--- src/rtl/jk_pkg.sv ---
// Shared mode encoding for the JK flip-flop bank and its per-bit cell.
package jk_pkg;

  localparam int unsigned JK_MODE_W = 3;

  typedef logic [JK_MODE_W-1:0] jk_mode_t;

  localparam jk_mode_t JK_MODE_JK     = 3'd0;
  localparam jk_mode_t JK_MODE_D      = 3'd1;
  localparam jk_mode_t JK_MODE_T      = 3'd2;
  localparam jk_mode_t JK_MODE_SR     = 3'd3;
  localparam jk_mode_t JK_MODE_CNT_UP = 3'd4;
  localparam jk_mode_t JK_MODE_CNT_DN = 3'd5;

  // Codes 6 and 7 are reserved; the bank treats them as hold.
  function automatic logic jk_mode_legal(input jk_mode_t mode);
    return mode <= JK_MODE_CNT_DN;
  endfunction

endpackage

--- src/rtl/jk_flop_bank_if.sv ---
// Control/status bundle between a bank user (master) and the flop bank (slave).
interface jk_flop_bank_if #(
  parameter int unsigned WIDTH = 8
);
  import jk_pkg::*;

  logic             en;
  jk_mode_t         mode;
  logic [WIDTH-1:0] j;
  logic [WIDTH-1:0] k;
  logic             load;
  logic [WIDTH-1:0] load_val;
  logic             err_clr;
  logic [WIDTH-1:0] q;
  logic [WIDTH-1:0] qnot;
  logic             tc;
  logic [WIDTH-1:0] sr_err;

  modport master (
    output en, mode, j, k, load, load_val, err_clr,
    input  q, qnot, tc, sr_err
  );

  modport slave (
    input  en, mode, j, k, load, load_val, err_clr,
    output q, qnot, tc, sr_err
  );

endinterface

--- src/rtl/jk_cell.sv ---
// Single-bit next-state function for every bank mode; no state of its own.
module jk_cell
  import jk_pkg::*;
(
  input  logic     q,
  input  logic     j,
  input  logic     k,
  input  jk_mode_t mode,
  input  logic     cnt_tog,
  output logic     q_next,
  output logic     sr_conflict
);

  always_comb begin
    q_next      = q;
    sr_conflict = (mode == JK_MODE_SR) && j && k;
    case (mode)
      JK_MODE_JK: begin
        case ({j, k})
          2'b01:   q_next = 1'b0;
          2'b10:   q_next = 1'b1;
          2'b11:   q_next = ~q;
          default: q_next = q;
        endcase
      end
      JK_MODE_D: q_next = j;
      JK_MODE_T: q_next = q ^ j;
      JK_MODE_SR: begin
        // 11 is the forbidden SR pair: hold and let the top flag it.
        case ({j, k})
          2'b01:   q_next = 1'b0;
          2'b10:   q_next = 1'b1;
          default: q_next = q;
        endcase
      end
      JK_MODE_CNT_UP,
      JK_MODE_CNT_DN: q_next = q ^ cnt_tog;
      default:        q_next = q;
    endcase
  end

endmodule

--- src/rtl/jk_flop_bank.sv ---
// Bank of WIDTH JK-style flops with runtime mode, parallel load, terminal count
// and sticky SR-conflict flags.
module jk_flop_bank
  import jk_pkg::*;
#(
  parameter int unsigned      WIDTH     = 8,
  parameter logic [WIDTH-1:0] RESET_VAL = '0
) (
  input logic              clk,
  input logic              reset,
  jk_flop_bank_if.slave    bus
);

  logic [WIDTH-1:0] q_r, q_d;
  logic [WIDTH-1:0] err_r, err_d;
  logic             tc_r, tc_d;
  logic [WIDTH-1:0] up_tog, dn_tog, cnt_tog;
  logic [WIDTH-1:0] q_next, conflict;
  logic             upd, wrap;

  // Ripple toggle conditions: carry for counting up, borrow for counting down.
  for (genvar i = 0; i < WIDTH; i++) begin : g_chain
    if (i == 0) begin : g_lsb
      assign up_tog[i] = 1'b1;
      assign dn_tog[i] = 1'b1;
    end else begin : g_upper
      assign up_tog[i] = &q_r[i-1:0];
      assign dn_tog[i] = ~|q_r[i-1:0];
    end
  end

  assign cnt_tog = (bus.mode == JK_MODE_CNT_DN) ? dn_tog : up_tog;

  for (genvar i = 0; i < WIDTH; i++) begin : g_cell
    jk_cell u_cell (
      .q           (q_r[i]),
      .j           (bus.j[i]),
      .k           (bus.k[i]),
      .mode        (bus.mode),
      .cnt_tog     (cnt_tog[i]),
      .q_next      (q_next[i]),
      .sr_conflict (conflict[i])
    );
  end

  assign upd  = bus.en && !bus.load && jk_mode_legal(bus.mode);
  assign wrap = ((bus.mode == JK_MODE_CNT_UP) && (&q_r)) ||
                ((bus.mode == JK_MODE_CNT_DN) && (~|q_r));

  // Next-state selection: load beats mode-driven update beats hold.
  always_comb begin
    q_d  = q_r;
    tc_d = 1'b0;
    if (bus.load) begin
      q_d = bus.load_val;
    end else if (upd) begin
      q_d  = q_next;
      tc_d = wrap;
    end
    // A new conflict on the same edge as err_clr survives the clear.
    err_d = (bus.err_clr ? '0 : err_r) | (conflict & {WIDTH{upd}});
  end

  always_ff @(posedge clk) begin
    if (reset) begin
      q_r   <= RESET_VAL;
      tc_r  <= 1'b0;
      err_r <= '0;
    end else begin
      q_r   <= q_d;
      tc_r  <= tc_d;
      err_r <= err_d;
    end
  end

  assign bus.q      = q_r;
  assign bus.qnot   = ~q_r;
  assign bus.tc     = tc_r;
  assign bus.sr_err = err_r;

endmodule
--- src/flat_wrapper.sv ---
// flat-port wrapper written by rule: the top's interface ports become plain ports
module jk_flop_bank_flat import jk_pkg::*;
#(
  parameter int unsigned      WIDTH     = 8,
  parameter logic [WIDTH-1:0] RESET_VAL = '0
)
  (clk, reset, bus_en, bus_mode, bus_j, bus_k, bus_load, bus_load_val, bus_err_clr, bus_q, bus_qnot, bus_tc, bus_sr_err);
  jk_flop_bank_if #(.WIDTH(WIDTH)) bus_i ();
  input logic clk;
  input logic reset;
  input wire logic [$bits(bus_i.en)-1:0] bus_en;
  input wire logic [$bits(bus_i.mode)-1:0] bus_mode;
  input wire logic [$bits(bus_i.j)-1:0] bus_j;
  input wire logic [$bits(bus_i.k)-1:0] bus_k;
  input wire logic [$bits(bus_i.load)-1:0] bus_load;
  input wire logic [$bits(bus_i.load_val)-1:0] bus_load_val;
  input wire logic [$bits(bus_i.err_clr)-1:0] bus_err_clr;
  output wire logic [$bits(bus_i.q)-1:0] bus_q;
  output wire logic [$bits(bus_i.qnot)-1:0] bus_qnot;
  output wire logic [$bits(bus_i.tc)-1:0] bus_tc;
  output wire logic [$bits(bus_i.sr_err)-1:0] bus_sr_err;
  assign bus_i.en = bus_en;
  assign bus_i.mode = bus_mode;
  assign bus_i.j = bus_j;
  assign bus_i.k = bus_k;
  assign bus_i.load = bus_load;
  assign bus_i.load_val = bus_load_val;
  assign bus_i.err_clr = bus_err_clr;
  assign bus_q = bus_i.q;
  assign bus_qnot = bus_i.qnot;
  assign bus_tc = bus_i.tc;
  assign bus_sr_err = bus_i.sr_err;
  jk_flop_bank #(.WIDTH(WIDTH), .RESET_VAL(RESET_VAL)) u_core (.clk(clk), .reset(reset), .bus(bus_i));
endmodule
--- config.mk ---
export PLATFORM = sky130hd
export DESIGN_NAME = jk_flop_bank_flat
export DESIGN_NICKNAME = d
export VERILOG_FILES = /design/src/rtl/jk_pkg.sv /design/src/rtl/jk_flop_bank_if.sv /design/src/rtl/jk_cell.sv /design/src/rtl/jk_flop_bank.sv /design/src/flat_wrapper.sv
export SDC_FILE = /design/constraint.sdc
export NUM_CORES = 1
export LEC_CHECK = 0
export CELL_PAD_IN_SITES_DETAIL_PLACEMENT = 0
export CELL_PAD_IN_SITES_GLOBAL_PLACEMENT = 1
export CORE_MARGIN = 2
export CORE_UTILIZATION = 33
export CTS_CLUSTER_SIZE = 40
export DETAILED_ROUTE_END_ITERATION = 8
export PLACE_DENSITY = 0.89
export SLEW_MARGIN = 15
export SYNTH_ARGS = -nofsm -noshare
export SYNTH_HDL_FRONTEND = slang
export SYNTH_SLANG_ARGS = --single-unit
--- constraint.sdc ---
create_clock -name clk -period 2.5 [get_ports clk]
set_input_delay 0.5 -clock clk [delete_from_list [all_inputs] [get_ports clk]]
set_output_delay 0.5 -clock clk [all_outputs]
set_load 0.005 [all_outputs]
; ---- Word-level counts from Yosys, hierarchy flattened
; Index checks and enable logic that the tools add are counted.
[word_totals]
reg_bits = 17
output_inout_bits = 25
elab_cells = 169
[classes]
magnitude_cmp = 1
n_eq_ne = 45
n_mux = 28
bitwise_logic = 28
n_reduce_logical = 57
[op_table]
columns = cell, n
row1 = 1-bit case mux with 5 select lines, 8
row2 = 4-bit AND reduction, 9
row3 = "5-bit != test, second input constant", 7
row4 = "2-bit equality test, second input constant", 16
row5 = 8-bit two-way mux, 4
row6 = "4-bit != test, second input constant", 7
row7 = 1-bit case mux with 3 select lines, 8
row8 = 1-bit logical AND, 20
row9 = "2-bit by 1-bit equality test with 1-bit output, second input constant", 8
row10 = 1-bit case mux with 2 select lines, 8
row11 = 1-bit XOR, 16
row12 = 1-bit logical NOT, 9
row13 = 1-bit inverter, 9
row14 = 8-bit bitwise AND, 1
row15 = 8-bit inverter, 1
row16 = 8-bit OR, 1
row17 = 8-bit AND reduction, 1
row18 = 8-bit OR reduction, 1
row19 = 7-bit AND reduction, 1
row20 = 7-bit OR reduction, 1
row21 = "3-bit by 2-bit equality test with 1-bit output, second input constant", 2
row22 = "3-bit equality test, second input constant", 2
row23 = 6-bit AND reduction, 1
row24 = 6-bit nonzero test, 1
row25 = 15 further kinds, 17

; ---- Longest topological paths before layout
[depth]
word_depth = 7
ltp_mapped = 8

; ---- Modules after synthesis
; From an unflattened synthesis, not the netlist that was laid out.
[hier_totals]
hier_cells = 252
area_unflattened_um2 = 1945.6
[modules_own_cells]
columns = mod, n_inst, cells_each, area_per_inst_um2, seq_area_each_um2
row1 = jk_cell, 8, 20, 133.9, 0.0
row2 = jk_flop_bank, 1, 92, 874.6, 340.3

; ---- Worst setup path after synthesis
; Ideal clock, no wire load.
[synth_timing]
kind = input port to flip-flop
from = in bus_mode[0]
to = reg u_core.q_r[3], in the netlist u_core.bus.q[3]
setup_ps = 138
arrival_ps = 1811
required_time_ps = 2362
slack_ps = 551
cell_stages = 7
cell_sequence = buf_2 or3b_1 buf_2 a21oi_1 o21ai_0 a2111oi_0 o22ai_1
[synth_via]
elab_chain_len = 6
elab_cells_between_ends = 19
[synth_lines]
columns = element, line_no
row1 = from (decl), flat_wrapper.sv:12  ; input wire logic [$bits(bus_i.mode)-1:0] bus_mode;
row2 = 3-bit equality test, "jk_cell.sv:17, jk_flop_bank.sv:32"
row3 = 8-bit two-way mux, jk_flop_bank.sv:32  ; assign cnt_tog = (bus.mode == JK_MODE_CNT_DN) ? dn_tog : up_tog;
row4 = 1-bit XOR, jk_cell.sv:37  ; JK_MODE_CNT_DN: q_next = q ^ cnt_tog;
row5 = 1-bit case mux with 5 select lines, jk_cell.sv:17  ; case (mode)
row6 = 8-bit two-way mux, jk_flop_bank.sv:56  ; end else if (upd) begin
row7 = 8-bit two-way mux, jk_flop_bank.sv:54  ; if (bus.load) begin
row8 = to (signal assigned), jk_flop_bank.sv:70  ; q_r <= q_d;
row9 = to (decl), jk_flop_bank.sv:14  ; logic [WIDTH-1:0] q_r, q_d;
; Several ways; a longest one is shown, not always the timed one. The select of a mux whose other input is x is not followed.
; A chain may end at the register's enable or synchronous reset.

; ---- Worst setup path after layout
[layout_timing]
from = in bus_mode[0]
to = reg u_core.q_r[5], in the netlist u_core.bus.q[5]
; The elaborated chain is that of the path after synthesis.

==> reports/results.tsv <==
stage	metric	value	unit
status	status	completed	
logic_synthesis	async set-reset flop share out of synthesis	0	%
power_and_ir_drop	Pwr Total	0.8704	mW
timing	unrepaired setup endpoints after global routing	false	
placed_design	hpwl dp	4319	um
global_routing	first-pass GRT wire length	9059	um
power_and_ir_drop	Pleak	0.9199	nW
global_routing	GRT Total Usage	18.87	%
hold_path	worst hold path class	reg -> reg	
global_routing	vias in the first global route	1848	
power_and_ir_drop	Clk pwr share	25.0	%
global_routing	GRT met1 Usage	26.11	%
timing	worst-margin pin slew	0.3933	ns
clock_tree	CTS tree	built	
logic_synthesis	Main synth FF type	dfxtp_1	
logic_synthesis	Synth area leaders	dfxtp_1 (20%), o21ai_0 (7.0%), xnor2_1 (6.7%), a21oi_1 (5.3%), a32o_1 (4.7%)	
power_and_ir_drop	Power Density	356.0	nW/um^2
flow_run	max_cap viols	0	
route	1st-iter DRT viols	119	
timing	final worst path period share	92.45	%
placed_design	Post-Place Setup Slack	-0.1197	ns
final_layout	area grow syn2layout	43.25	%
route	vias per cell	5.455	
worst_setup_path	type of the worst setup path	in -> reg	
clock_tree	CTS Buf Count	3	
floorplan	row count	26	
worst_setup_path	CP endpoint kind	flop	
clock_tree	clock latency on the worst-skew pair	0.26	ns
final_layout	antenna fix cells	0	
route	drt pass-1 iters	4	
placed_design	placed cells	359	
logic_synthesis	#FFs+latches synth	17	
clock_tree	H-tree Lvls	1	
logic_synthesis	Synth Instances	227	
logic_synthesis	sequential share of the synthesized area	19.94	%
final_layout	fin util	48.49	%
logic_synthesis	yosys warns	0	
route	DR WL/cell	15.07	um
floorplan	initial core utilization	33.85	%
clock_tree	CTS Buffer Depth	2	
timing	normalized max-slew margin	73.10	%
logic_synthesis	share of the synthesized area in the top cell type	19.94	%
power_and_ir_drop	Switching Share	33.38	%
timing	f_max	0.4327	GHz
floorplan	die height	75.92	um
floorplan	die footprint	5763	sq um
global_routing	most used routing layer	met2	
worst_setup_path	Arr. time, crit path	2.44	ns
floorplan	Ports	57	
floorplan	Die Wd	75.92	um
timing	final worst slack	0.1888	ns
global_routing	grt ovf	0	
route	# DRC	0	
worst_setup_path	worst endpoint required time	2.63	ns
worst_setup_path	crit path max-delay cell type	or3_1	
final_layout	fin cells	363	
power_and_ir_drop	sequential power share	35.6	%
logic_synthesis	count of different cell masters after synthesis	48	
timing	Setup Skew	0.003724	ns
timing	Final Hold Viols	0	
final_layout	fraction of layout cells with a size suffix above 1	12.29	%
logic_synthesis	Synth Cell Area	1707	sq um
timing	Final setup viols	0	
power_and_ir_drop	Psw	0.2905	mW
power_and_ir_drop	Comb pwr share	39.4	%
timing	Setup TNS	0	ns
logic_synthesis	most frequent cell after synthesis	o21ai_0	
global_routing	met3 global-route usage	1.786	%
power_and_ir_drop	VDD IR-drop max	0.0001550	V
global_routing	initial antenna violation count	0	
logic_synthesis	syn avg cell area	7.518	sq um
floorplan	CORE AREA	5042	sq um
final_layout	Nets	329	
worst_setup_path	max incr delay on CP	0.45	ns
logic_synthesis	top cells by count, synth	o21ai_0 (24), inv_1 (19), a21oi_1 (18), dfxtp_1 (17), nand2_1 (16)	
logic_synthesis	Net Count, Synth	262	
placed_design	count of input and output buffers	56	
timing	Tmin final	2.311	ns
route	via count	1980	
worst_setup_path	crit-path cells	clkdlybuf4s50_1, buf_4, or3_1, buf_4, o31a_1, o21ai_0, a21oi_1, a21oi_1, nor3_1	
timing	final slew viol count	0	
worst_setup_path	Setup crit start kind	input port	
route	total wire length	5472	um
placed_design	GPL Wtd Cong	0.8874	
logic_synthesis	Post-synth EDFFs	0	
clock_tree	Clk pin slew, worst setup/hold paths	0.07	ns
clock_tree	clock sink total	17	
route	Antenna Violating Nets Remaining	0	
power_and_ir_drop	Pint	0.5799	mW
final_layout	fin area	2445	sq um
clock_tree	Clock Tree Root	clkbuf_8	
logic_synthesis	Synth area leader	dfxtp_1	
global_routing	GR Util met2	31.07	%
timing	Final Hold Slack	0.4756	ns
global_routing	maximum number of pins on one net before global-route repair	12	
placed_design	Post-DP Area	2392	sq um
worst_setup_path	critical-path maximum fanout	6	
[sequential cells by signal, summed over array words and instances, names as in the netlist]
register and cells:
u_core.bus.q 8, u_core.bus.sr_err 8, u_core.bus.tc 1
[cell type report]
cell class	instances	area, sq um
Clock buffer	4	45.04
Sequential cell	17	340.3
Inverter	19	71.32
Tap cell	70	87.58
Fill cell	513	2597
Timing Repair Buffer	83	763.2
Multi-Input combinational cell	170	1137
[worst paths after layout]
check	start	endpoint	depth (start not counted)	slack [ns]
setup / recovery	bus_mode[0]	u_core.bus.q[5]	9	0.19
hold / removal	u_core.bus.sr_err[6]	u_core.bus.sr_err[6]	1	0.48
setup reg to reg	u_core.bus.q[0]	u_core.bus.q[5]	6	0.48
hold reg to reg	u_core.bus.sr_err[6]	u_core.bus.sr_err[6]	1	0.48
[routing by layer]
layer / vias up / share of wire [%]
met2: 93 / 46
met3: 8 / 6.0
li1: 969 / -
met4: 0 / 1.3
met5: - / 0
met1: 910 / 47
[logic make-up (layout without fill, tap and decap cells)]
family | after synthesis | count (layout) | synth area share, %
flops | 17 | 17 | 19.94
simple gates | 61 | 61 | 19.72
xor+xnor | 19 | 19 | 9.751
compound gates | 84 | 84 | 32.77
fa+ha+maj | 3 | 3 | 2.200
mux | 3 | 3 | 1.760
buf+inv | 40 | 106 | 13.86
[critical path: cells and delay by family]
kind | cells | cell delay (ns)
AO/OA/AOI/OAI | 4 | 0.65
buffers and inverters | 3 | 0.79
AND/OR/NAND/NOR | 2 | 0.51
[power groups by stage]
stage	clock, mW	sequential, mW	combinational [mW]
detailed placement	0	0.316	0.337
floorplan	0	0.305	0.191
CTS	0.223	0.310	0.339
global placement	0	0.316	0.334
global route	0.232	0.313	0.376
finish	0.217	0.310	0.343
[what timing repair did]
item	4_1_cts	5_1_grt
gates resized for setup	0	3
hold buffers	0	0
setup buffers	0	0
endpoints found under the setup margin	0	2
[cell usage in the layout, fill, tap and decap left out, types with 2 or more instances in the layout]
cell type	n
o311ai_0	2
nand2_1	16
nor2_1	13
nor4_1	2
dfxtp_1	17
clkdlybuf4s50_1	56
inv_1	19
mux2i_1	3
a31oi_1	6
or4_1	2
o211ai_1	3
xnor2_1	13
o22ai_1	2
a32o_1	8
o31ai_1	2
buf_4	27
a21oi_1	18
clkbuf_8	3
nand3_1	4
a221oi_1	2
o21ai_0	24
nand2b_1	2
ha_1	3
nor3_1	11
o221ai_1	3
a2111oi_0	3
a211oi_1	3
xor2_1	6
No activity file was read; power rests on OpenSTA's default activity.
